===== src/rtl/hazard_stall_ctrl_pkg.sv =====
// hazard_stall_ctrl_pkg: opcode/ALU constants, field positions and FSM states for the hazard controller
package hazard_stall_ctrl_pkg;
   localparam logic [4:0] OP_RTYPE = 5'b00000;
   localparam logic [4:0] OP_LW    = 5'b01000;
   localparam logic [4:0] OP_SW    = 5'b00111;
   localparam logic [4:0] ALU_MULT = 5'b00110;
   localparam logic [4:0] ALU_DIV  = 5'b00111;
   localparam int OP_LSB  = 27;
   localparam int RD_LSB  = 22;
   localparam int RS_LSB  = 17;
   localparam int RT_LSB  = 12;
   localparam int ALU_LSB = 2;
   typedef logic [1:0] md_state_t;
   localparam md_state_t ST_IDLE = 2'd0;
   localparam md_state_t ST_BUSY = 2'd1;
   localparam md_state_t ST_WB   = 2'd2;
endpackage


===== src/rtl/hazard_stall_ctrl_if.sv =====
// hazard_stall_ctrl_if: decode/execute hazard bus; perf outputs exist only with HAZARD_PERF_CNT_EN
interface hazard_stall_ctrl_if #(parameter int INSN_W = 32, parameter int REG_W = 5);
   logic [INSN_W-1:0] fd_insn, dx_insn;
   logic              fd_valid, dx_valid, md_ready;
   logic              stall, dx_bubble, md_busy, md_error;
   logic [REG_W-1:0]  md_pend_rd;
`ifdef HAZARD_PERF_CNT_EN
   logic [31:0]       perf_ld_stalls, perf_md_stalls, perf_md_ops;
   modport master(output fd_insn, fd_valid, dx_insn, dx_valid, md_ready,
                  input stall, dx_bubble, md_busy, md_pend_rd, md_error,
                  perf_ld_stalls, perf_md_stalls, perf_md_ops);
   modport slave(input fd_insn, fd_valid, dx_insn, dx_valid, md_ready,
                 output stall, dx_bubble, md_busy, md_pend_rd, md_error,
                 perf_ld_stalls, perf_md_stalls, perf_md_ops);
`else
   modport master(output fd_insn, fd_valid, dx_insn, dx_valid, md_ready,
                  input stall, dx_bubble, md_busy, md_pend_rd, md_error);
   modport slave(input fd_insn, fd_valid, dx_insn, dx_valid, md_ready,
                 output stall, dx_bubble, md_busy, md_pend_rd, md_error);
`endif
endinterface


===== src/rtl/hazard_stall_ctrl_insn_hazard_decode.sv =====
// insn_hazard_decode: extracts register fields and read/write/class flags from one instruction
module insn_hazard_decode #(parameter int INSN_W = 32, parameter int REG_W = 5) (
   input  logic [INSN_W-1:0] insn_i,
   output logic [REG_W-1:0]  rs_o, rt_o, rd_o,
   output logic              reads_rs_o, reads_rt_o, writes_rd_o, is_lw_o, is_md_o
);
   import hazard_stall_ctrl_pkg::*;
   logic [4:0] op, alu;
   logic       is_r;
   logic       unused_bits;
   assign op          = insn_i[OP_LSB +: 5];
   assign alu         = insn_i[ALU_LSB +: 5];
   assign is_r        = op == OP_RTYPE;
   assign rs_o        = insn_i[RS_LSB +: REG_W];
   assign rt_o        = insn_i[RT_LSB +: REG_W];
   assign rd_o        = insn_i[RD_LSB +: REG_W];
   assign reads_rs_o  = 1'b1;
   assign reads_rt_o  = is_r;
   assign is_lw_o     = op == OP_LW;
   assign writes_rd_o = is_r | is_lw_o;
   assign is_md_o     = is_r & (alu == ALU_MULT | alu == ALU_DIV);
   assign unused_bits = ^insn_i;
endmodule


===== src/rtl/hazard_stall_ctrl.sv =====
// hazard_stall_ctrl: load-use and multdiv stall control; HAZARD_PERF_CNT_EN adds stall/issue counters
module hazard_stall_ctrl #(
   parameter int INSN_W     = 32,
   parameter int REG_W      = 5,
   parameter int MD_MODE    = 1,
   parameter int MD_TIMEOUT = 64
) (
   input logic                clock_i,
   input logic                reset_i,
   hazard_stall_ctrl_if.slave bus
);
   import hazard_stall_ctrl_pkg::*;
   localparam int CW = $clog2(MD_TIMEOUT + 1);
   logic [REG_W-1:0] fd_rs, fd_rt, fd_rd, dx_rd, dx_unused_rs, dx_unused_rt;
   logic fd_rd_rs, fd_rd_rt, fd_wr, fd_md, fd_unused_lw;
   logic dx_unused_rdrs, dx_unused_rdrt, dx_unused_wr, dx_lw, dx_md;
   md_state_t        state_q, state_d;
   logic [CW-1:0]    cnt_q, cnt_d;
   logic [REG_W-1:0] pend_q, pend_d, chk_rd;
   logic             err_q, err_d, busy, issue, active, dep, lu, md_stall;
   insn_hazard_decode #(.INSN_W(INSN_W), .REG_W(REG_W)) u_fd (
      .insn_i(bus.fd_insn), .rs_o(fd_rs), .rt_o(fd_rt), .rd_o(fd_rd),
      .reads_rs_o(fd_rd_rs), .reads_rt_o(fd_rd_rt), .writes_rd_o(fd_wr),
      .is_lw_o(fd_unused_lw), .is_md_o(fd_md));
   insn_hazard_decode #(.INSN_W(INSN_W), .REG_W(REG_W)) u_dx (
      .insn_i(bus.dx_insn), .rs_o(dx_unused_rs), .rt_o(dx_unused_rt), .rd_o(dx_rd),
      .reads_rs_o(dx_unused_rdrs), .reads_rt_o(dx_unused_rdrt), .writes_rd_o(dx_unused_wr),
      .is_lw_o(dx_lw), .is_md_o(dx_md));
   assign busy   = state_q == ST_BUSY;
   assign issue  = bus.dx_valid & dx_md & (state_q == ST_IDLE | state_q == ST_WB);
   assign active = busy | issue;
   // while busy the pending rd is the hazard target; on the issue cycle it is still in D/X
   assign chk_rd = busy ? pend_q : dx_rd;
   assign dep    = chk_rd != '0 & ((fd_rd_rs & fd_rs == chk_rd) | (fd_rd_rt & fd_rt == chk_rd)
                                   | (fd_wr & fd_rd == chk_rd));
   assign md_stall = bus.fd_valid & active & ((MD_MODE == 0) | dep | fd_md);
   assign lu     = bus.dx_valid & bus.fd_valid & dx_lw & dx_rd != '0
                   & ((fd_rd_rs & fd_rs == dx_rd) | (fd_rd_rt & fd_rt == dx_rd));
   assign bus.stall      = ~reset_i & (lu | md_stall);
   assign bus.dx_bubble  = bus.stall;
   assign bus.md_busy    = ~reset_i & state_q != ST_IDLE;
   assign bus.md_pend_rd = pend_q;
   assign bus.md_error   = err_q;
   // multdiv scoreboard: md_ready beats the timeout; WB can accept a back-to-back issue
   always_comb begin
      state_d = state_q;
      cnt_d   = cnt_q;
      pend_d  = pend_q;
      err_d   = err_q;
      if (busy) begin
         cnt_d = cnt_q + 1'b1;
         if (bus.md_ready) state_d = ST_WB;
         else if (cnt_q == CW'(MD_TIMEOUT - 1)) begin
            state_d = ST_IDLE;
            pend_d  = '0;
            err_d   = 1'b1;
         end
      end else if (issue) begin
         state_d = ST_BUSY;
         cnt_d   = '0;
         pend_d  = dx_rd;
      end else if (state_q == ST_WB) begin
         state_d = ST_IDLE;
         pend_d  = '0;
      end
   end
   // FSM state registers; reset abandons any op without flagging an error
   always_ff @(posedge clock_i) begin
      if (reset_i) begin
         state_q <= ST_IDLE;
         cnt_q   <= '0;
         pend_q  <= '0;
         err_q   <= 1'b0;
      end else begin
         state_q <= state_d;
         cnt_q   <= cnt_d;
         pend_q  <= pend_d;
         err_q   <= err_d;
      end
   end
`ifdef HAZARD_PERF_CNT_EN
   logic [31:0] ld_q, mds_q, ops_q;
   assign bus.perf_ld_stalls = ld_q;
   assign bus.perf_md_stalls = mds_q;
   assign bus.perf_md_ops    = ops_q;
   // saturating event counters; a cycle with both stall causes bumps both
   always_ff @(posedge clock_i) begin
      if (reset_i) begin
         ld_q  <= '0;
         mds_q <= '0;
         ops_q <= '0;
      end else begin
         ld_q  <= ld_q + 32'(lu && ld_q != '1);
         mds_q <= mds_q + 32'(md_stall && mds_q != '1);
         ops_q <= ops_q + 32'(issue && ops_q != '1);
      end
   end
`endif
endmodule


===== src/flat_wrapper.sv =====
// flat-port wrapper written by rule: the top's interface ports become plain ports
module hazard_stall_ctrl_flat import hazard_stall_ctrl_pkg::*;
#(
   parameter int INSN_W     = 32,
   parameter int REG_W      = 5,
   parameter int MD_MODE    = 1,
   parameter int MD_TIMEOUT = 64
)
  (clock_i, reset_i, bus_fd_insn, bus_fd_valid, bus_dx_insn, bus_dx_valid, bus_md_ready, bus_stall, bus_dx_bubble, bus_md_busy, bus_md_pend_rd, bus_md_error);
  hazard_stall_ctrl_if #(.INSN_W(INSN_W), .REG_W(REG_W)) bus_i ();
  input logic clock_i;
  input logic reset_i;
  input wire logic [$bits(bus_i.fd_insn)-1:0] bus_fd_insn;
  input wire logic [$bits(bus_i.fd_valid)-1:0] bus_fd_valid;
  input wire logic [$bits(bus_i.dx_insn)-1:0] bus_dx_insn;
  input wire logic [$bits(bus_i.dx_valid)-1:0] bus_dx_valid;
  input wire logic [$bits(bus_i.md_ready)-1:0] bus_md_ready;
  output wire logic [$bits(bus_i.stall)-1:0] bus_stall;
  output wire logic [$bits(bus_i.dx_bubble)-1:0] bus_dx_bubble;
  output wire logic [$bits(bus_i.md_busy)-1:0] bus_md_busy;
  output wire logic [$bits(bus_i.md_pend_rd)-1:0] bus_md_pend_rd;
  output wire logic [$bits(bus_i.md_error)-1:0] bus_md_error;
  assign bus_i.fd_insn = bus_fd_insn;
  assign bus_i.fd_valid = bus_fd_valid;
  assign bus_i.dx_insn = bus_dx_insn;
  assign bus_i.dx_valid = bus_dx_valid;
  assign bus_i.md_ready = bus_md_ready;
  assign bus_stall = bus_i.stall;
  assign bus_dx_bubble = bus_i.dx_bubble;
  assign bus_md_busy = bus_i.md_busy;
  assign bus_md_pend_rd = bus_i.md_pend_rd;
  assign bus_md_error = bus_i.md_error;
  hazard_stall_ctrl #(.INSN_W(INSN_W), .REG_W(REG_W), .MD_MODE(MD_MODE), .MD_TIMEOUT(MD_TIMEOUT)) u_core (.clock_i(clock_i), .reset_i(reset_i), .bus(bus_i));
endmodule

===== config.mk =====
export PLATFORM = sky130hd
export DESIGN_NAME = hazard_stall_ctrl_flat
export DESIGN_NICKNAME = d
export VERILOG_FILES = /design/src/rtl/hazard_stall_ctrl_pkg.sv /design/src/rtl/hazard_stall_ctrl_if.sv /design/src/rtl/hazard_stall_ctrl_insn_hazard_decode.sv /design/src/rtl/hazard_stall_ctrl.sv /design/src/flat_wrapper.sv
export SDC_FILE = /design/constraint.sdc
export NUM_CORES = 1
export LEC_CHECK = 0
export BUFFER_PORTS_ARGS = -buffer_cell sky130_fd_sc_hd__buf_4
export CAP_MARGIN = 20
export CELL_PAD_IN_SITES_DETAIL_PLACEMENT = 2
export CELL_PAD_IN_SITES_GLOBAL_PLACEMENT = 2
export CORE_UTILIZATION = 21
export DETAILED_ROUTE_END_ITERATION = 8
export PLACE_DENSITY = 0.89
export SETUP_SLACK_MARGIN = 0.05
export SYNTH_ARGS = -nofsm -noshare
export SYNTH_HDL_FRONTEND = slang
export SYNTH_SLANG_ARGS = --single-unit

===== constraint.sdc =====
create_clock -name clock_i -period 2.54 [get_ports clock_i]
set_input_delay 0.127 -clock clock_i [delete_from_list [all_inputs] [get_ports clock_i]]
set_output_delay 0.127 -clock clock_i [all_outputs]
set_load 0.02 [all_outputs]

### After elaboration in Yosys (flattened, before gate mapping)

Cells that the tools add are included.

| word-level totals | value |
|---|---|
| bits in registers | 15 |
| bits in latches | 0 |
| memory bits (writable) | 0 |
| ROM bits | 0 |
| output and inout bits | 9 |
| memories kept | 0 |

| operators by class | value |
|---|---|
| add/sub/neg operators | 1 |
| multipliers | 0 |
| div/mod/pow operators | 0 |
| $lt $le $gt $ge | 0 |
| eq/ne operators | 17 |
| shift-type cells | 0 |
| multiplexer cells | 13 |
| bitwise logic cells | 28 |
| reductions and logical operators | 11 |

Operators with widths:

| cell | count |
|---|---|
| two-way mux 5 bit | 6 |
| equality test 5 bit | 5 |
| equality test 5 x 3 -> 1 bit, second input constant | 4 |
| AND 1 bit | 16 |
| two-way mux 7 bit | 2 |
| equality test 5 x 4 -> 1 bit, second input constant | 2 |
| zero test 5 bit | 2 |
| two-way mux 2 bit | 5 |
| bitwise OR 1 bit | 10 |
| nonzero test 5 bit | 2 |
| adder 7 x 1 -> 7 bit, second input constant | 1 |
| equality test 7 x 6 -> 1 bit, second input constant | 1 |
| AND reduction 3 bit | 2 |
| inequality test 2 bit, second input constant | 2 |
| nonzero test 2 bit | 2 |
| inequality test 3 bit, second input constant | 1 |
| nonzero test 3 bit | 1 |
| equality test 2 x 1 -> 1 bit, second input constant | 1 |
| equality test 2 bit, second input constant | 1 |
| zero test 2 bit | 1 |
| NOT 1 bit | 2 |
| AND reduction 2 bit | 1 |

### Longest topological paths before layout

Gate-level depths: netlist of run 1.

| depth | value |
|---|---|
| word-level depth | 11 |
| depth in mapped cells | 10 |
| depth with buffers taken out | 7 |

### Hierarchy

From an unflattened synthesis of run 1, not the netlist that was laid out.

| unflattened totals | value |
|---|---|
| cell total of the unflattened synthesis | 221 |
| area total of the unflattened synthesis | 1611.5 µm² |

Modules (own cells, without submodules):

| module | instances | cells an instance | area each (µm²) |
|---|---|---|---|
| hazard_stall_ctrl | 1 | 175 | 1271.2 |
| insn_hazard_decode | 2 | 23 | 170.2 |

### Worst setup path after synthesis of run 1

No wires, ideal clock.

| timing path | value |
|---|---|
| path kind | register to output |
| start | register u_core.state_q[0] |
| end | output bus_stall |
| data arrival time | 2.091 ns |
| data required time | 2.413 ns |
| slack | 0.322 ns |
| cell stages (with the launch flop) | 11 |
| path buffers | 3 |
| cells stage by stage | dfxtp_1 > nand2b_1 > buf_6 > buf_8 > nor3_2 > o22ai_1 > a2111oi_2 > a22oi_1 > a31o_1 > a21oi_2 > buf_4 |

| between the ends | value |
|---|---|
| word-level cells in the longest chain between the ends | 11 |
| elaborated cells on any way between the ends | 21 |
| classes of those cells | eq/ne (5); mux (1); bitwise (13); reduce/logical (2) |

RTL lines:

| element | line | RTL |
|---|---|---|
| from (decl) | hazard_stall_ctrl.sv:17 | `md_state_t state_q, state_d;` |
| from (signal assigned) | hazard_stall_ctrl.sv:75 | `state_q <= state_d;` |
| equality test 2 x 1 -> 1 bit | hazard_stall_ctrl.sv:29 | `assign busy = state_q == ST_BUSY;` |
| two-way mux 5 bit | hazard_stall_ctrl.sv:33 | `assign chk_rd = busy ? pend_q : dx_rd;` |
| equality test 5 bit | hazard_stall_ctrl.sv:34 | `assign dep = chk_rd != '0 & ((fd_rd_rs & fd_rs == chk_rd) \| (fd_rd_rt & fd_rt == chk_rd)` |
| AND 1 bit | hazard_stall_ctrl.sv:34 |  |
| bitwise OR 1 bit | hazard_stall_ctrl.sv:34 |  |
| bitwise OR 1 bit | hazard_stall_ctrl.sv:35 | `\| (fd_wr & fd_rd == chk_rd));` |
| AND 1 bit | hazard_stall_ctrl.sv:34 |  |
| bitwise OR 1 bit | hazard_stall_ctrl.sv:36 | `assign md_stall = bus.fd_valid & active & ((MD_MODE == 0) \| dep \| fd_md);` |
| AND 1 bit * | hazard_stall_ctrl.sv:36 |  |
| bitwise OR 1 bit * | hazard_stall_ctrl.sv:39 | `assign bus.stall = ~reset_i & (lu \| md_stall);` |
| AND 1 bit * | hazard_stall_ctrl.sv:39 |  |
| to (decl) | flat_wrapper.sv:18 | `output wire logic [$bits(bus_i.stall)-1:0] bus_stall;` |

Mark *: on every way between the ends. The rest lies on a longest branch, timed or not.

### Worst setup path after layout of run 1

| timing path | value |
|---|---|
| start | register u_core.state_q[1] |
| end | output bus_dx_bubble |

| between the ends | value |
|---|---|
| word-level cells in the longest chain between the ends | 11 |
| elaborated cells on any way between the ends | 21 |
| classes of those cells | eq/ne (5); mux (1); bitwise (13); reduce/logical (2) |

RTL lines:

| element | line | RTL |
|---|---|---|
| equality test 2 x 1 -> 1 bit | hazard_stall_ctrl.sv:29 |  |
| two-way mux 5 bit | hazard_stall_ctrl.sv:33 |  |
| equality test 5 bit | hazard_stall_ctrl.sv:34 |  |
| AND 1 bit | hazard_stall_ctrl.sv:34 |  |
| bitwise OR 1 bit | hazard_stall_ctrl.sv:34 |  |
| bitwise OR 1 bit | hazard_stall_ctrl.sv:35 |  |
| AND 1 bit | hazard_stall_ctrl.sv:34 |  |
| bitwise OR 1 bit | hazard_stall_ctrl.sv:36 |  |
| AND 1 bit * | hazard_stall_ctrl.sv:36 |  |
| bitwise OR 1 bit * | hazard_stall_ctrl.sv:39 |  |
| AND 1 bit * | hazard_stall_ctrl.sv:39 |  |
| to (decl) | flat_wrapper.sv:19 | `output wire logic [$bits(bus_i.dx_bubble)-1:0] bus_dx_bubble;` |

Marked as above.

==> results of run 1 <==
per-stage QoR:
stage | util, % | area, um^2 | power [mW]
floorplan | - | 1220 | 0.295
global placement | 30.4 | 1680 | 0.364
detailed placement | 30.4 | 1680 | 0.370
CTS | 31.8 | 1760 | 0.565
global route | 33.7 | 1870 | 0.595
finish | 33.7 | 1870 | 0.566
area by class of cell:
type,instances,area (um^2),area share [%]
inverter,2,7.51,0.402
sequential,15,304,16.3
multi-input combinational,129,890,47.6
timing repair buffer,67,533,28.5
tap,72,90.1,4.82
clock buffer,4,45.0,2.41
flip-flops by register name, indices dropped and copies added (netlist names):
register,cells
u_core.state_q,2
u_core.bus.md_pend_rd,5
u_core.cnt_q,7
u_core.bus.md_error,1
worst max path at each step:
stage	from	to	slack (ns)
6_report	u_core.state_q[1]	bus_dx_bubble	0.03
5_1_grt	u_core.state_q[1]	bus_dx_bubble	-0.13
4_1_cts	u_core.state_q[1]	bus_dx_bubble	0.07
3_5_place_dp	u_core.state_q[1]	bus_dx_bubble	0.23
3_3_place_gp	u_core.state_q[1]	bus_stall	0.34
2_1_floorplan	u_core.state_q[0]	bus_stall	0.32
cells in the mapped netlist, drive strengths merged:
| master | n | area (um^2) |
|---|---|---|
| mux2i | 5 | 53.8 |
| xnor2 | 7 | 61.3 |
| o21ai | 1 | 5.00 |
| and4bb | 1 | 12.5 |
| inv | 2 | 7.51 |
| xor2 | 12 | 105 |
| o211a | 1 | 10.0 |
| a211oi | 2 | 15.0 |
| a21oi | 8 | 43.8 |
| nor3 | 4 | 25.0 |
| or4 | 3 | 22.5 |
| nor3b | 1 | 7.51 |
| or3 | 3 | 18.8 |
| nand2b | 4 | 25.0 |
| and3 | 1 | 6.26 |
| nand4bb | 1 | 11.3 |
| o22ai | 4 | 25.0 |
| o2111ai | 1 | 8.76 |
| buf | 5 | 43.8 |
| nor4 | 6 | 43.8 |
| and2b | 1 | 7.51 |
| nor2 | 29 | 109 |
| a32oi | 1 | 8.76 |
| a22oi | 6 | 45.0 |
| a31o | 1 | 8.76 |
| a221oi | 1 | 8.76 |
| ha | 1 | 12.5 |
| and2 | 2 | 12.5 |
| dfxtp | 15 | 300 |
| o211ai | 5 | 37.5 |
| a2111oi | 1 | 15.0 |
| clkbuf | 4 | 15.0 |
| nor2b | 3 | 18.8 |
| nand3 | 5 | 25.0 |
| nand4 | 1 | 6.26 |
| o21a | 1 | 7.51 |
| nand2 | 5 | 18.8 |
| a2bb2oi | 1 | 8.76 |
what timing repair did:
| action | CTS | global route |
|---|---|---|
| cloned | 0 | 1 |
| pin swaps | 0 | 4 |
| resized for setup | 7 | 1 |
| setup endpoints to repair | 2 | 2 |
| buffers inserted | 0 | 10 |
power groups by stage:
| stage | clock network [mW] | logic [mW] | registers [mW] |
|---|---|---|---|
| 2_1_floorplan | 0 | 0.0540 | 0.241 |
| 3_3_place_gp | 0 | 0.123 | 0.241 |
| 3_5_place_dp | 0 | 0.129 | 0.241 |
| 4_1_cts | 0.199 | 0.131 | 0.234 |
| 5_1_grt | 0.212 | 0.149 | 0.234 |
| 6_report | 0.194 | 0.138 | 0.234 |
per-layer routing:
layer | up-vias | share of wire (%)
met1 | 715 | 43
met2 | 43 | 52
met4 | 0 | 0.36
met3 | 2 | 4.8
met5 | - | 0
li1 | 692 | -
cells by family (layout without fill, tap and decap cells):
family | count (synthesis) | count (layout)
compound gates | 34 | 34
simple gates | 70 | 70
buf+inv | 11 | 73
xor+xnor | 19 | 19
fa+ha+maj | 1 | 1
mux | 5 | 5
flops | 15 | 15
==> parameters.txt, run 1 <==
Parameter                              Value

Floorplanning
  Die H ... roughly 80 um
  Die outline width ... between 70 and 80 um
  Ports ... just under 80
  Starting density of the core ... between 20 and 25%
  Total Die Area ... roughly 0.0061 mm^2
  Cell row count ... 27
  Area of the core ... about 0.0055 mm^2

Setup path
  Reg-to-reg setup timing slack ... 0.26 ns
  Buffers & Inverters on Critical Path ... 3
  Critical Path Start Type ... flip-flop
  Most common cell on crit path ... sky130_fd_sc_hd__buf_4
  Critical path depth ... 10
  CP peak stage delay ... between 0.3 and 0.4 ns
  Kind of end point of the critical path ... output pin
  WP data required ... roughly 2.4 ns
  R2R cell count ... 9
  Max FO, Critical Path ... 6
  Worst EP arrival ... ~2.4 ns
  Startpoint of the lowest-slack register-to-register path ... u_core.state_q[1]
  Capture point of the worst reg-to-reg path ... u_core.bus.md_pend_rd[2]
  Type of the worst setup path ... reg -> out
  Critical-path cell list ... nand2b_4 -> buf_12 -> mux2i_4 -> buf_4 -> o22ai_1 -> a211oi_1 -> o211ai_1 -> a31o_1 -> a21oi_2 -> buf_4
  Delay-heaviest family, CP ... compound AO/OA/AOI/OAI gates
  Max stage delay cell, worst path ... sky130_fd_sc_hd__dfxtp_4

Routing
  Drt first pass iters ... 4
  WL per Instance ... 18.2 um
  DRC viols ... 0
  Detail Route Antenna Nets ... 0
  Post-Route WL ... between 5000 and 6000 um
  Routed vias/inst ... around 5
  Number of DRC markers after the initial detailed-route iteration ... 61
  Overall via count from detail_route ... 1,452

Final layout
  Share of post-route cells with drive strength above 1 ... between 30% and 40%
  Number of non-filler instances in the completed layout ... about 290
  Filler cell count in the final layout ... roughly 650
  Number of antenna diodes ... 0
  Highest-count cells in the layout ignoring fill and taps ... 65 x sky130_fd_sc_hd__buf_4, 29 x sky130_fd_sc_hd__nor2_1, 14 x sky130_fd_sc_hd__dfxtp_1
  Post-layout nets ... between 200 and 300
  Synth-to-Final Area Change ... 53.5%
  Most common library cell in the layout ignoring fill and taps ... sky130_fd_sc_hd__buf_4

Global route
  Global-route wire length before repair ... 7600 um
  Initial antenna violation count ... 0
  M1 GR Usage ... 18.9%
  Via count of the first global-routing pass ... between 1,500 and 2,000
  Met3 Track Usage GR ... under 10%
  Overflow left after global routing ... 0
  Maximum number of pins on one net before global-route repair ... 18
  Met2 demand-to-capacity share in global routing ... 29.6%
  Layer with the highest usage after global routing ... met2
  Global-route usage over all layers ... 15.9%

Clocking
  Register clock-pin slew on the reported worst setup and hold paths ... ~0.060 ns
  Clock latency on the worst-skew pair ... 0.25 ns
  Number of hold buffers added after CTS ... 0
  Buffer type at the clock tree root ... sky130_fd_sc_hd__clkbuf_8
  Total CTS buffers ... 3
  Number of sinks on the clock net ... 15
  Number of levels in the clock H-tree ... 1
  Number of buffers on the longest clock path ... 2
  CTS tree ... done

Worst hold path
  Worst min-delay path startpoint ... reset_i
  Instance count along the most critical hold path ... 2
  Tightest Hold Check Type ... in -> reg
  Endpoint, Worst Hold ... u_core.cnt_q[4]

Logic synthesis
  Compound-gate portion of the synthesized area ... roughly 20%
  Post-Synth Adder-Cell Area ... 1.03%
  Dominant combinational cell family by area after synthesis ... simple AND/OR/NAND/NOR gates
  Share of synthesized cell area in and, or, nand and nor gates ... between 30% and 40%
  Synth warnings ... 0
  Net count after synthesis ... 225
  Synthesized area per cell ... ~8 um^2
  Portion of the post-synthesis area used by sequential elements ... roughly a quarter
  Fraction of synthesized cell area in xor and xnor cells ... a little over an eighth
  Register bit count reported by yosys ... 15
  Mux cell area share after synthesis ... 4.42%
  Synth Instances ... approximately 160
  Post-synthesis cell type count ... 45
  Syn Std Cell Area ... ~0.0012 mm^2

Placement
  Count of buffers from port buffering ... 51
  Place WS ... ~0.23 ns
  Final GP Congestion ... roughly 0.76
  Total instance count after detailed placement ... between 200 and 300
  Sum of net half-perimeters after detailed placement ... between 3000 and 4000 um

Pwr
  Maximum ir drop on the vdd rail ... ~0.13 mV
  Int Power ... 0.419 mW
  NetSw ... roughly 0.15 mW
  Static leakage ... between 0.8 and 0.9 nW
  Relative contribution of the clock network to total power ... about a third
  Flop pwr share ... about two fifths
  Power per cell area ... around 300 mW/mm^2
  Fraction of power spent switching nets ... about a quarter
  Combinational group share of total power ... about a quarter

Job
  Max-capacitance violation count ... 0

STA
  Final number of hold-violating endpoints ... 0
  Period minus WS final ... 2.51 ns
  Fin Setup TNS ... 0 ns
  Rel. slew slack ... between 40% and 50%
  Fraction of the cycle the final worst path needs ... roughly 99%
  Final setup slack of the worst path ... 0.0305 ns
  Final setup fails ... 0
  Least-Margin Pin Slew ... around 0.8 ns
  F_max ... 398 MHz
  Fin Hold WS ... between 0.15 and 0.2 ns
  Number of max-slew violations in the final report ... 0
  Worst Clk Skew ... around 0.0060 ns
  Unrepaired setup endpoints after global routing ... yes

Status
  Result of the run ... completed
Note: power is estimated with default switching activity, not from simulation.
==> inputs of run 2 (changes only) <==
--- a/config.mk
+++ b/config.mk
@@ -12,4 +12,5 @@
 export CORE_UTILIZATION = 21
 export DETAILED_ROUTE_END_ITERATION = 8
+export GPL_ROUTABILITY_DRIVEN = 0
 export PLACE_DENSITY = 0.89
 export SETUP_SLACK_MARGIN = 0.05
==> constraint.sdc (replaced) <==
create_clock -name clock_i -period 2.54 [get_ports clock_i]
set_input_delay 0.127 -clock clock_i [delete_from_list [all_inputs] [get_ports clock_i]]
set_output_delay 0.127 -clock clock_i [all_outputs]
set_load 0.01 [all_outputs]
==> run 2 against run 1 <==
The flow now finishes with violations (setup timing). Die area unchanged. Clock power about the same. Critical path depth unchanged. Setup slack worse by 0.055 ns. First-iteration DRC count down 33%. Via count down 1.3%. Global-route usage down 0.098 points. Critical endpoint unchanged. Register-to-register slack better by 0.11 ns. Largest power group unchanged. Final area down 0.40%. Sequential share of layout area up 0.066 points.
==> parameters.txt, run 2 (synthesis gave the netlist of run 1 again) <==
Parameter                              Value

Status
  Result of the run ... finished with violations (was completed)
  Violations in the final reports ... setup timing

Floorplanning
  Die outline width ... 78.1 um (unchanged)
  Starting density of the core ... 22.0% (unchanged)
  Area of the core ... 0.00554 mm^2 (unchanged)
  Total Die Area ... 0.00611 mm^2 (unchanged)
  Ports ... 78 (unchanged)
  Cell row count ... 27 (unchanged)
  Die H ... 78.1 um (unchanged)

STA
  F_max ... 390 MHz (was 398 MHz)
  Final number of hold-violating endpoints ... 0 (unchanged)
  Unrepaired setup endpoints after global routing ... yes (unchanged)
  Number of max-slew violations in the final report ... 0 (unchanged)
  Period minus WS final ... 2.57 ns (was 2.51 ns)
  Worst Clk Skew ... 0.00550 ns (was 0.00601 ns)
  Final setup slack of the worst path ... -0.0250 ns (was 0.0305 ns)
  Fraction of the cycle the final worst path needs ... 101% (was 98.8%)
  Least-Margin Pin Slew ... 0.845 ns (was 0.801 ns)
  Fin Setup TNS ... -0.0492 ns (was 0 ns)
  Rel. slew slack ... 43.2% (was 46.2%)
  Final setup fails ... 2 (was 0)

Final layout
  Reg with most FFs ... u_core.cnt_q (unchanged)
  Number of antenna diodes ... 0 (unchanged)
  Number of flip-flops in the largest register ... 7 (unchanged)
  Highest-count cells in the layout ignoring fill and taps ... 64 x sky130_fd_sc_hd__buf_4, 29 x sky130_fd_sc_hd__nor2_1, 14 x sky130_fd_sc_hd__dfxtp_1 (was 65 x sky130_fd_sc_hd__buf_4, 29 x sky130_fd_sc_hd__nor2_1, 14 x sky130_fd_sc_hd__dfxtp_1)
  Share of post-route cells with drive strength above 1 ... 37.0% (was 37.3%)
  Number of non-filler instances in the completed layout ... 288 (was 289)
  Most common library cell in the layout ignoring fill and taps ... sky130_fd_sc_hd__buf_4 (unchanged)
  Design area ... 0.00186 mm^2 (was 0.00187 mm^2)
  Synth-to-Final Area Change ... 52.9% (was 53.5%)
  Post-layout nets ... 287 (was 288)

Setup path
  Critical path depth ... 10 (unchanged)
  Most common cell on crit path ... sky130_fd_sc_hd__buf_4 (unchanged)
  CP peak stage delay ... 0.37 ns (was 0.36 ns)
  Buffers & Inverters on Critical Path ... 3 (unchanged)
  Kind of end point of the critical path ... output pin (unchanged)
  Max stage delay cell, worst path ... sky130_fd_sc_hd__dfxtp_4 (unchanged)
  Type of the worst setup path ... reg -> out (unchanged)
  Critical-path cell list ... nand2b_4 -> buf_12 -> mux2i_4 -> buf_4 -> o22ai_1 -> a211oi_1 -> o211ai_1 -> a31o_1 -> a21oi_2 -> buf_4 (unchanged)
  Worst EP arrival ... 2.44 ns (was 2.38 ns)
  Delay-heaviest family, CP ... compound AO/OA/AOI/OAI gates (unchanged)
  WP data required ... 2.41 ns (about the same)
  R2R cell count ... 8 (was 9)
  Max FO, Critical Path ... 6 (unchanged)
  Critical Path Start Type ... flip-flop (unchanged)

Clocking
  Buffer type at the clock tree root ... sky130_fd_sc_hd__clkbuf_8 (unchanged)
  Number of buffers on the longest clock path ... 2 (unchanged)
  Register clock-pin slew on the reported worst setup and hold paths ... 0.06 ns (about the same)
  Number of hold buffers added after CTS ... 0 (unchanged)
  Number of levels in the clock H-tree ... 1 (unchanged)
  Total CTS buffers ... 3 (unchanged)
  Number of sinks on the clock net ... 15 (unchanged)
  Clock latency on the worst-skew pair ... 0.25 ns (about the same)
  CTS tree ... done (unchanged)

Routing
  Number of DRC markers after the initial detailed-route iteration ... 41 (was 61)
  DRC viols ... 0 (unchanged)
  Post-Route WL ... 5160 um (was 5270 um)
  Routed vias/inst ... 4.98 (was 5.02)
  WL per Instance ... 17.9 um (was 18.2 um)
  Detail Route Antenna Nets ... 0 (unchanged)
  Overall via count from detail_route ... 1,433 (was 1,452)
  Drt first pass iters ... 4 (unchanged)

Worst hold path
  Tightest Hold Check Type ... in -> reg (unchanged)
  Instance count along the most critical hold path ... 2 (unchanged)

Job
  Max-capacitance violation count ... 0 (unchanged)

Global route
  Initial antenna violation count ... 0 (unchanged)
  Via count of the first global-routing pass ... 1,572 (was 1,581)
  Global-route wire length before repair ... 7560 um (was 7600 um)
  Overflow left after global routing ... 0 (unchanged)
  Global-route usage over all layers ... 15.8% (was 15.9%)
  Maximum number of pins on one net before global-route repair ... 18 (unchanged)

Placement
  Post-DP Area ... 0.00168 mm^2 (unchanged)
  Total instance count after detailed placement ... 274 (unchanged)
  Count of buffers from port buffering ... 51 (unchanged)
  Sum of net half-perimeters after detailed placement ... 3720 um (unchanged)
  Place WS ... 0.250 ns (was 0.230 ns)

Pwr
  Power per cell area ... 303 mW/mm^2 (about the same)
  Total power after layout ... 0.564 mW (was 0.566 mW)
  Static leakage ... 0.797 nW (was 0.803 nW)
  Maximum ir drop on the vdd rail ... 0.130 mV (was 0.129 mV)
-- run 2: path summary, 6_finish.rpt --
path / from / to / slack (ns)
max: u_core.state_q[1] / bus_dx_bubble / -0.03
min: reset_i / u_core.cnt_q[4] / 0.21
max reg2reg: u_core.state_q[1] / u_core.bus.md_pend_rd[4] / 0.37
min reg2reg: u_core.bus.md_error / u_core.bus.md_error / 0.51
-- run 2: through the flow --
stage          hold WS, ns  utilization [%]
4_1_cts              0.171             31.4
3_3_place_gp         0.431             30.4
3_5_place_dp         0.444             30.4
6_report             0.205             33.6
2_1_floorplan        0.290                -
5_1_grt              0.209             33.6
-- run 2: per-layer routing --
| layer | global-route usage, % | vias up | part of all wire, % |
|---|---|---|---|
| met3 | 3.26 | 2 | 3.2 |
| met5 | 0 | - | 0 |
| met4 | 2.59 | 0 | 0.41 |
| met1 | 18.7 | 708 | 43 |
| met2 | 29.4 | 34 | 54 |
| li1 | - | 689 | - |
-- run 2: timing repair --
| item | 4_1_cts | 5_1_grt |
|---|---|---|
| pin swaps | 0 | 4 |
| setup endpoints to repair | 2 | 2 |
| resized for setup | 3 | 5 |
| endpoints found under the hold margin | 0 | 0 |
| gates cloned | 0 | 1 |
| buffers inserted | 0 | 9 |
-- run 2: layout make-up --
cell class | instances | area, um^2
clock buffers | 4 | 45.0
fillers | 654 | 3680
inverters | 2 | 7.51
multi-input cells | 129 | 890
flip-flops and latches | 15 | 304
well taps | 72 | 90.1
repair buffers | 66 | 526
-- run 2: power breakdown --
part           total (mW)  internal, mW  switching [mW]  leakage [nW]
registers           0.234         0.234        0.000134         0.122
clock network       0.192         0.111          0.0810        0.0228
logic               0.138        0.0734          0.0644         0.653
==> inputs of run 3 (changes only) <==
Settings changed: MAX_ROUTING_LAYER set to met4.
==> run 3 against run 2 <==
The flow still finishes with violations (setup timing). Largest cell class unchanged. Maximum frequency barely moved. Hold slack barely moved. Register-to-register slack barely moved. Highest routed layer unchanged. Combinational power barely moved. Count of clock-buffer cells in the layout did not move. Sequential share of layout area did not move. Global-route usage rose by 0.44 points. Via count rose by 0.35%. Sequential cell count did not move. Non-clock buffer count did not move. Total power barely moved.
==> parameters.txt, run 3 (synthesis gave the netlist of run 1 again) <==
Parameter                              Value

Routing
  Number of DRC markers after the initial detailed-route iteration ... 51 (was 41)
  Detail Route Antenna Nets ... 0 (unchanged)
  DRC viols ... 0 (unchanged)
  Post-Route WL ... 5160 um (about the same)
  WL per Instance ... 17.9 um (about the same)
  Overall via count from detail_route ... 1,438 (was 1,433)
  Routed vias/inst ... 4.99 (was 4.98)
  Drt first pass iters ... 4 (unchanged)

Setup path
  Max FO, Critical Path ... 6 (unchanged)
  Reg-to-reg setup timing slack ... 0.38 ns (was 0.37 ns)
  Critical path launch point ... u_core.state_q[1] (unchanged)
  Critical-path cell list ... nand2b_4 -> buf_12 -> mux2i_4 -> buf_4 -> o22ai_1 -> a211oi_1 -> o211ai_1 -> a31o_1 -> a21oi_2 -> buf_4 (unchanged)
  R2R cell count ... 8 (unchanged)
  Kind of end point of the critical path ... output pin (unchanged)
  Type of the worst setup path ... reg -> out (unchanged)
  Critical Path Start Type ... flip-flop (unchanged)
  Delay-heaviest family, CP ... compound AO/OA/AOI/OAI gates (unchanged)
  CP peak stage delay ... 0.37 ns (about the same)
  Buffers & Inverters on Critical Path ... 3 (unchanged)
  Worst EP arrival ... 2.44 ns (about the same)
  Max stage delay cell, worst path ... sky130_fd_sc_hd__dfxtp_4 (unchanged)
  Startpoint of the lowest-slack register-to-register path ... u_core.state_q[1] (unchanged)
  WP data required ... 2.41 ns (about the same)
  Capture point of the worst reg-to-reg path ... u_core.bus.md_pend_rd[4] (unchanged)
  Most common cell on crit path ... sky130_fd_sc_hd__buf_4 (unchanged)

Placement
  Sum of net half-perimeters after detailed placement ... 3720 um (unchanged)
  Count of buffers from port buffering ... 51 (unchanged)
  Post-DP Area ... 0.00168 mm^2 (unchanged)

Clocking
  Total CTS buffers ... 3 (unchanged)
  Buffer type at the clock tree root ... sky130_fd_sc_hd__clkbuf_8 (unchanged)
  Number of levels in the clock H-tree ... 1 (unchanged)
  Number of hold buffers added after CTS ... 0 (unchanged)
  CTS tree ... done (unchanged)
  Register clock-pin slew on the reported worst setup and hold paths ... 0.06 ns (about the same)
  Number of buffers on the longest clock path ... 2 (unchanged)
  Clock latency on the worst-skew pair ... 0.25 ns (about the same)
  Number of sinks on the clock net ... 15 (unchanged)

Floorplanning
  Die outline width ... 78.1 um (unchanged)
  Die H ... 78.1 um (unchanged)
  Ports ... 78 (unchanged)
  Total Die Area ... 0.00611 mm^2 (unchanged)
  Cell row count ... 27 (unchanged)
  Area of the core ... 0.00554 mm^2 (unchanged)
  Starting density of the core ... 22.0% (unchanged)

STA
  Rel. slew slack ... 45.0% (was 43.2%)
  Unrepaired setup endpoints after global routing ... yes (unchanged)
  Number of max-slew violations in the final report ... 0 (unchanged)
  Period minus WS final ... 2.57 ns (about the same)
  Final number of hold-violating endpoints ... 0 (unchanged)
  Least-Margin Pin Slew ... 0.818 ns (was 0.845 ns)
  Final setup slack of the worst path ... -0.0270 ns (was -0.0250 ns)
  F_max ... 390 MHz (about the same)
  Fin Setup TNS ... -0.0531 ns (was -0.0492 ns)
  Fraction of the cycle the final worst path needs ... 101% (about the same)
  Final setup fails ... 2 (unchanged)
  Worst Clk Skew ... 0.00572 ns (was 0.00550 ns)
  Fin Hold WS ... 0.205 ns (about the same)

Global route
  Via count of the first global-routing pass ... 1,577 (was 1,572)
  Initial antenna violation count ... 0 (unchanged)
  Maximum number of pins on one net before global-route repair ... 18 (unchanged)
  Overflow left after global routing ... 0 (unchanged)
  Global-route wire length before repair ... 7540 um (was 7560 um)
  Global-route usage over all layers ... 16.2% (was 15.8%)

Final layout
  Post-layout nets ... 287 (unchanged)
  Most common library cell in the layout ignoring fill and taps ... sky130_fd_sc_hd__buf_4 (unchanged)
  Number of antenna diodes ... 0 (unchanged)
  Filler cell count in the final layout ... 654 (unchanged)
  Highest-count cells in the layout ignoring fill and taps ... 64 x sky130_fd_sc_hd__buf_4, 29 x sky130_fd_sc_hd__nor2_1, 14 x sky130_fd_sc_hd__dfxtp_1 (unchanged)
  Synth-to-Final Area Change ... 52.9% (unchanged)
  Share of post-route cells with drive strength above 1 ... 37.0% (unchanged)
  Number of flip-flops in the largest register ... 7 (unchanged)
  Reg with most FFs ... u_core.cnt_q (unchanged)
  Design area ... 0.00186 mm^2 (unchanged)

Pwr
  Maximum ir drop on the vdd rail ... 0.130 mV (about the same)
  Int Power ... 0.419 mW (about the same)
  NetSw ... 0.145 mW (was 0.146 mW)
  Fraction of power spent switching nets ... 25.8% (about the same)
  Combinational group share of total power ... 24.5% (was 24.4%)
  Power per cell area ... 303 mW/mm^2 (about the same)
  Static leakage ... 0.797 nW (unchanged)
  Flop pwr share ... 41.6% (was 41.5%)
  Relative contribution of the clock network to total power ... 34.0% (about the same)

Worst hold path
  Instance count along the most critical hold path ... 2 (unchanged)
  Endpoint, Worst Hold ... u_core.cnt_q[4] (unchanged)
  Worst min-delay path startpoint ... reset_i (unchanged)
  Tightest Hold Check Type ... in -> reg (unchanged)

Status
  Result of the run ... finished with violations (unchanged)
  Violations in the final reports ... setup timing (unchanged)

Job
  Max-capacitance violation count ... 0 (unchanged)
-- run 3: cell counts in the layout (fill, tap and decap cells not counted) --
Identical to the previous run, type by type.
-- run 3: per-layer routing --
metal | track usage [%] | vias to the layer above | part of all wire [%]
met5 | - | - | 0
met4 | 2.59 | 0 | 0.47
met3 | 3.26 | 2 | 3.9
met2 | 29.4 | 41 | 54
met1 | 18.7 | 707 | 42
li1 | - | 688 | -
-- run 3: worst max path at each step --
stage	to	slack, ns	cells past startpoint
floorplan	bus_stall	0.45	10
global placement	bus_stall	0.36	9
detailed placement	bus_dx_bubble	0.25	9
CTS	bus_dx_bubble	0.05	9
global route	bus_dx_bubble	-0.16	10
finish	bus_dx_bubble	-0.03	10
-- run 3: what timing repair did --
item / 4_1_cts / 5_1_grt
setup buffers: 0 / 9
pin swaps: 0 / 4
cloned: 0 / 1
endpoints found under the setup margin: 2 / 2
hold endpoints to repair: 0 / 0
resized for setup: 3 / 5
-- run 3: final cells by class --
| cell class | instances | area (um^2) | area share [%] |
|---|---|---|---|
| timing repair buffer | 66 | 526 | 28.2 |
| multi-input combinational | 129 | 890 | 47.8 |
| inverter | 2 | 7.51 | 0.403 |
| clock buffer | 4 | 45.0 | 2.42 |
| tap | 72 | 90.1 | 4.84 |
| sequential | 15 | 304 | 16.3 |
-- run 3: stage by stage --
stage | std cells | setup slack, ns | utilization [%] | power (mW)
2_1_floorplan | 155 | 0.449 | - | 0.295
3_3_place_gp | 274 | 0.361 | 30.4 | 0.364
3_5_place_dp | 274 | 0.250 | 30.4 | 0.369
4_1_cts | 278 | 0.0503 | 31.4 | 0.565
5_1_grt | 288 | -0.163 | 33.6 | 0.595
6_report | 288 | -0.0270 | 33.6 | 0.564
-- run 3: power groups by stage --
| stage | Clock [mW] | Sequential (mW) | Combinational [mW] |
|---|---|---|---|
| global placement | 0 | 0.241 | 0.123 |
| global route | 0.212 | 0.234 | 0.148 |
| detailed placement | 0 | 0.241 | 0.129 |
| CTS | 0.199 | 0.235 | 0.130 |
| floorplan | 0 | 0.241 | 0.0540 |
| finish | 0.192 | 0.234 | 0.138 |
